`src/rtl/mem_req_arbiter.sv`:
```
// Round-robin arbiter sharing one mem_controller request port between NUM_REQ FWFT FIFOs.
// Define MEM_ARB_FIXED_PRIO_EN to switch to fixed priority (lowest non-empty index wins).
module mem_req_arbiter #(
  parameter int unsigned NUM_REQ       = 4,
  parameter int unsigned SRC_WIDTH     = 2,
  parameter int unsigned DATA_WIDTH    = 32,
  parameter int unsigned ADDR_WIDTH    = 31,
  parameter int unsigned TID_WIDTH     = 16,
  parameter int unsigned REQ_WIDTH     = 1 + ADDR_WIDTH + DATA_WIDTH,
  parameter int unsigned DP_DATA_WIDTH = TID_WIDTH + REQ_WIDTH
) (
  input  logic                             clk,
  input  logic                             reset,
  input  logic [NUM_REQ-1:0]               req_empty,
  input  logic [NUM_REQ*DP_DATA_WIDTH-1:0] req_data,
  output logic [NUM_REQ-1:0]               req_rd_en,
  output logic                             mc_empty,
  output logic [DP_DATA_WIDTH-1:0]         mc_data,
  input  logic                             mc_rd,
  output logic [SRC_WIDTH-1:0]             grant_src
);

  typedef enum logic [0:0] {StEmpty, StFull} state_e;

  state_e                     state_q, state_d;
  logic [DP_DATA_WIDTH-1:0]   mc_data_q, mc_data_d;
  logic [SRC_WIDTH-1:0]       grant_src_q, grant_src_d;
  logic [SRC_WIDTH-1:0]       gnt_idx;
  logic                       gnt_valid;
  logic [DP_DATA_WIDTH-1:0]   head;
  logic                       load;

`ifdef MEM_ARB_FIXED_PRIO_EN
  // Descending scan so the lowest non-empty index is the final write.
  always_comb begin
    gnt_valid = 1'b0;
    gnt_idx   = '0;
    for (int i = NUM_REQ - 1; i >= 0; i--) begin
      if (!req_empty[i]) begin
        gnt_valid = 1'b1;
        gnt_idx   = SRC_WIDTH'(i);
      end
    end
  end
`else
  logic [SRC_WIDTH-1:0] last_ptr_q, last_ptr_d;
  logic [SRC_WIDTH:0]   scan;

  // Scan offsets NUM_REQ..1 so the nearest requester after last_ptr is the final write.
  always_comb begin
    gnt_valid = 1'b0;
    gnt_idx   = '0;
    scan      = '0;
    for (int k = NUM_REQ; k >= 1; k--) begin
      scan = {1'b0, last_ptr_q} + (SRC_WIDTH + 1)'(k);
      if (scan >= (SRC_WIDTH + 1)'(NUM_REQ)) begin
        scan = scan - (SRC_WIDTH + 1)'(NUM_REQ);
      end
      if (!req_empty[scan[SRC_WIDTH-1:0]]) begin
        gnt_valid = 1'b1;
        gnt_idx   = scan[SRC_WIDTH-1:0];
      end
    end
  end

  always_comb begin
    last_ptr_d = last_ptr_q;
    if (reset && load && gnt_valid) begin
      last_ptr_d = gnt_idx;
    end
  end

  always_ff @(posedge clk) begin
    if (!reset) begin
      last_ptr_q <= SRC_WIDTH'(NUM_REQ - 1);
    end else begin
      last_ptr_q <= last_ptr_d;
    end
  end
`endif

  always_comb begin
    head = '0;
    for (int i = 0; i < NUM_REQ; i++) begin
      if (gnt_idx == SRC_WIDTH'(i)) begin
        head = req_data[i*DP_DATA_WIDTH +: DP_DATA_WIDTH];
      end
    end
  end

  assign load = (state_q == StEmpty) || mc_rd;

  always_comb begin
    state_d     = state_q;
    mc_data_d   = mc_data_q;
    grant_src_d = grant_src_q;
    req_rd_en   = '0;
    // Pops are suppressed while reset is asserted so no FIFO entry is lost.
    if (reset && load) begin
      if (gnt_valid) begin
        req_rd_en[gnt_idx]                           = 1'b1;
        mc_data_d                                    = head;
        mc_data_d[DP_DATA_WIDTH-1 -: SRC_WIDTH]      = gnt_idx;
        grant_src_d                                  = gnt_idx;
        state_d                                      = StFull;
      end else begin
        state_d = StEmpty;
      end
    end
  end

  always_ff @(posedge clk) begin
    if (!reset) begin
      state_q     <= StEmpty;
      mc_data_q   <= '0;
      grant_src_q <= '0;
    end else begin
      state_q     <= state_d;
      mc_data_q   <= mc_data_d;
      grant_src_q <= grant_src_d;
    end
  end

  assign mc_empty  = (state_q == StEmpty);
  assign mc_data   = mc_data_q;
  assign grant_src = grant_src_q;

endmodule

```
`config.mk`:
```
export PLATFORM = sky130hd
export DESIGN_NAME = mem_req_arbiter
export DESIGN_NICKNAME = d
export VERILOG_FILES = /design/src/rtl/mem_req_arbiter.sv
export SDC_FILE = /design/constraint.sdc
export NUM_CORES = 1
export LEC_CHECK = 0
export CAP_MARGIN = 30
export CORE_AREA = 8 8 153 155
export CTS_BUF_LIST = sky130_fd_sc_hd__clkbuf_4
export CTS_CLUSTER_SIZE = 20
export DETAILED_ROUTE_END_ITERATION = 10
export DIE_AREA = 0 0 161 163
export PLACE_DENSITY_LB_ADDON = 0.25
export SKIP_LAST_GASP = 1
export SLEW_MARGIN = 20
export SYNTH_ARGS = -nofsm -noshare
export SYNTH_HDL_FRONTEND = slang
export SYNTH_SLANG_ARGS = --single-unit
```
`constraint.sdc`:
```
create_clock -name clk -period 2.85 [get_ports clk]
set_input_delay 0.4275 -clock clk [delete_from_list [all_inputs] [get_ports clk]]
set_output_delay 0.4275 -clock clk [all_outputs]
set_load 0.005 [all_outputs]
```
# Yosys cells after proc, flatten, opt, wreduce, memory -nomap -nowiden
# Index checks and enable logic that the tools add are counted.
# op_classes
bitwise	1
reduce_logical	6
order_cmp	10
muxes	29
eq_ne	3
n_addsub	8
# ops
operator	count
$mux 78	4
$mux 2	8
$lt 2x3->1 const B	5
$ge 3x3->1 const B	4
$mux 1	10
$bmux 1 s2	4
$mux 4	2
$sub 2x1->2 const B	4
$add 2x2->3 const B	2
$eq 2x2->1 const B	2
$add 2x1->3 const B	1
$add 2x3->3 const B	1
$logic_and 1x1->1	3
$demux 1 s2	1
$eq 2x1->1 const B	1
$ge 2x1->1 const B	1
$logic_not 2->1	1
$reduce_and 2->1	1
$logic_or 1x1->1	1
$not 1->1	1
# totals
inputBits	327
ff_bits	85
output_inout_bits	87

# Logic depth before layout (Yosys ltp)
# depth
word_depth	15
mapped_depth	9

# Least setup slack after synthesis
# Ideal clock, no wire load.
# synth_timing
kind	input-to-output
from	input req_empty[1]
to	output req_rd_en[0]
path_stages	7
t_arrival_ps	1770
path_slack_ps	653
cell_sequence	buf_6 > and4_4 > or3b_4 > buf_6 > buf_4 > buf_2 > nor3_1
# synth_via
elab_chain_cells	12
word_cells_on_any_way	23
# synth_lines
item	line	rtl
start, declared	14	input logic [NUM_REQ-1:0] req_empty,
$bmux 1 s2	59	if (!req_empty[scan[SRC_WIDTH-1:0]]) begin
$mux 1 (not written as such)	59	
$mux 2 (4 in series)	59	
$lt 2x3->1 (not written as such) or $ge 2x1->1 (tied branches)	101	req_rd_en[gnt_idx] = 1'b1;
$logic_and 1x1->1 (not written as such)	101	
$mux 1 (not written as such)	101	
$demux 1 s2	101	
$mux 4 *	100	if (gnt_valid) begin
$mux 4 *	99	if (reset && load) begin
end, declared	16	output logic [NUM_REQ-1:0] req_rd_en,
# Every way passes the cells marked *; elsewhere a longest branch is shown, timed or not. The select of a mux whose other input is x is not followed.

# Worst setup path after layout
# layout_timing
from	input req_empty[3]
to	output req_rd_en[1]
# The elaborated chain is that of the path after synthesis.

==> results.py <==
metrics = {
    "setup_path": {
        "arrival_ns": 2.31,
        "critical_path_required_ns": 2.42,
        "crit_top_cell": "clkdlybuf4s50_1",
        "crit_path_start": "req_empty[3]",
        "r2r-start": "state_q",
        "crit_end": "req_rd_en[1]",
        "end_kind": "primary output",
        "critPathMaxStageDelay_ns": 0.50,
        "crit_fanout": 6,
        "critPathTopFamily": "buffers and inverters",
        "ff2ff_path_depth": 7,
        "crit_cells": 7,
        "crit_chain": "clkdlybuf4s50_1 -> buf_4 -> o21a_4 -> a211oi_4 -> buf_6 -> nor3_1 -> clkdlybuf4s50_1",
        "worst_path_max_delay_cell": "clkdlybuf4s50_1",
        "path_class": "input pin to primary output",
        "crit_path_start_kind": "input pin",
        "r2r_end": "last_ptr_q[1]",
        "reg2reg_slack_ns": 0.59,
        "critPathBufInv": 4,
    },
    "route": {
        "ant_nets": 0,
        "drt-initial-drc-count": 383,
        "wl_per_cell_um": 21.21,
        "via_per_inst": 5.078,
        "routed-via-count": 6607,
        "drc": 0,
        "drtPass1Iterations": 5,
        "wl_um": 27590,
    },
    "layout": {
        "mostFrequentLayoutCell": "clkdlybuf4s50_1",
        "final_util": 0.5010,
        "fillCellCount": 1983,
        "final_cell_area_um2": 10430,
        "final_nets": 1346,
        "area_growth_pct": 73.91,
        "layout_common_cells": "400 x clkdlybuf4s50_1, 82 x dfxtp_1, 43 x nand2_1, 41 x nand3_1, 40 x nor2_1",
        "drive_gt1_frac": 0.1895,
    },
    "grt": {
        "grt_use_total": 0.2017,
        "antenna_found_initial": 2,
        "grt_pass1_vias": 6810,
        "grt_max_degree": 83,
        "grt_pass1_wl_um": 41170,
        "overflow": 0,
    },
    "sta": {
        "worstMarginPinSlew_ns": 0.8608,
        "tns_ns": 0,
        "hold_ws_ns": 0.4608,
        "rsz0062_at_grt": "no",
        "final-max-slew-violation-count": 0,
        "setup_viol": 0,
        "finalCritPeriodShare": 0.9606,
        "skew_ns": 0.02097,
        "hold_viol_final": 0,
        "fmax_mhz": 365.3,
        "finalCriticalPeriod_ns": 2.738,
        "maxSlewHeadroom": 0.4261,
    },
    "cts": {
        "root_buffer": "clkbuf_4",
        "cts_sinks": 83,
        "h-tree-depth": 3,
        "cts_tree": "built",
        "cts_max_path_buffers": 2,
        "cts.reportedPaths.clkPinSlew_ns": 0.13,
        "cts_setup_buffers": 0,
        "numCtsBuffers": 9,
        "cts_hold_buffers": 0,
        "clk_latency_ns": 0.47,
    },
    "synth": {
        "syn_area_um2": 5998,
        "synth_cell_types": 48,
        "yosys_warnings": 0,
        "synthCells": 646,
        "ys.flop_type": "dfxtp_1",
        "postSynthAreaPerCell_um2": 9.285,
        "yosysSeqAreaShare": 0.2770,
        "yosys-top-cells-area": "dfxtp_1 28%, a211oi_2 7.5%, o221ai_2 7.0%",
        "syn_nets": 973,
        "synth-seq-cells": 83,
        "yosys.area.top_type": "dfxtp_1",
        "synthArstFlopShare": 0,
        "synth.top_cell.area_share": 0.2770,
        "synth_enable_flop_cells": 0,
    },
    "floorplanning": {
        "core_area_um2": 20820,
        "initial_core_util": 0.2881,
        "die_y_um": 163,
        "io_pins": 414,
        "die_w_um": 161,
        "dieArea_um2": 26240,
        "row_count": 53,
    },
    "placement": {
        "io_buffers": 405,
        "place_congestion": 0.7708,
        "dp.final_hpwl_um": 21520,
        "placed_area_um2": 10280,
    },
    "power": {
        "max-vdd-ir-drop_mv": 0.2163,
        "powerDensity_nw_per_um2": 401.5,
        "leakage_uw": 0.003598,
    },
    "job": {
        "cap_violations": 0,
    },
    "status": {
        "outcome": "complete, no violations",
    },
    "worst_hold_path": {
        "hold_path_class": "flip-flop to flip-flop",
    },
}
==> final cells by class <==
cell class | count | area, um2 | area share
multi-input combinational | 485 | 3911 | 0.3750
clock buffer | 10 | 75.07 | 0.007197
timing repair buffer | 438 | 4354 | 0.4174
inverter | 2 | 7.507 | 0.0007197
clock inverter | 6 | 71.32 | 0.006837
tap | 275 | 344.1 | 0.03299
antenna | 2 | 5.005 | 0.0004798
sequential | 83 | 1663 | 0.1594
==> power by group <==
group          internal, uW  switching [uW]
registers              1320            89.2
logic                  1160             849
clock network           285             487
==> repair_timing <==
item	CTS	global route
endpoints found under the setup margin	3	1
pin swaps	0	1
gates resized for setup	4	1
==> worst reg2reg max path: stages, from the launching register on <==
cell,delay (ns)
dfxtp_1,0.36
nor2b_1,0.17
or3b_4,0.17
buf_4,0.58
buf_4,0.54
nand2_1,0.14
nor2_1,0.13
a21oi_1,0.05
==> registers in the layout, summed over array words and instances (netlist names) <==
name        flops
mc_data        80
state_q         1
last_ptr_q      2
==> cell families (layout without fill, tap and decap cells) <==
family	after synthesis	after routing	synth area share
buffers and inverters	78	456	0.07322
AOI/OAI and AO/OA	220	220	0.3546
and+or+nand+nor	197	197	0.1562
muxes	68	68	0.1389
other	0	2	0
DFF	83	83	0.2770
==> through the flow <==
stage                     cells  power [uW]  setup slack (ns)
after detailed placement   1283        3472           -0.2011
after floorplan             646        2419            0.6530
final                      1301        4188            0.1123
after global routing       1300        4460          0.002808
after CTS                  1299        4274           0.02527
after global placement     1283        3459           -0.1878
==> Yosys cell counts (all sizes together) (2+ instances only) <==
master and number:
a211oi 55, a21oi 6, a222oi 31, nand3 41, o21ai 36, nand2b 2, clkbuf 38, inv 2
nor3 41, a21boi 38, mux2 68, or2 4, nor2 41, o31ai 7, and2 18, o221ai 40
nand2 43, dfxtp 83, o21a 2, buf 38
==> layer usage <==
layer	GRT usage	up-vias	part of all wire
met3	0.08620	13	0.10
met1	0.2289	3055	0.39
met2	0.3503	292	0.49
met4	0.03535	0	0.0086
li1	-	3247	-
met5	0	-	0
==> worst min-delay path by stage <==
stage          slack [ns]          end        start  depth (start not counted)
3_5_place_dp         0.44  mc_data[30]  mc_data[30]                          2
3_3_place_gp         0.44  mc_data[49]  mc_data[49]                          2
5_1_grt              0.45  mc_data[79]        reset                          4
4_1_cts              0.41  mc_data[79]        reset                          4
2_1_floorplan        0.45   mc_data[1]   mc_data[1]                          2
6_report             0.46  mc_data[30]  mc_data[30]                          2
(Power assumes the default switching activity.)
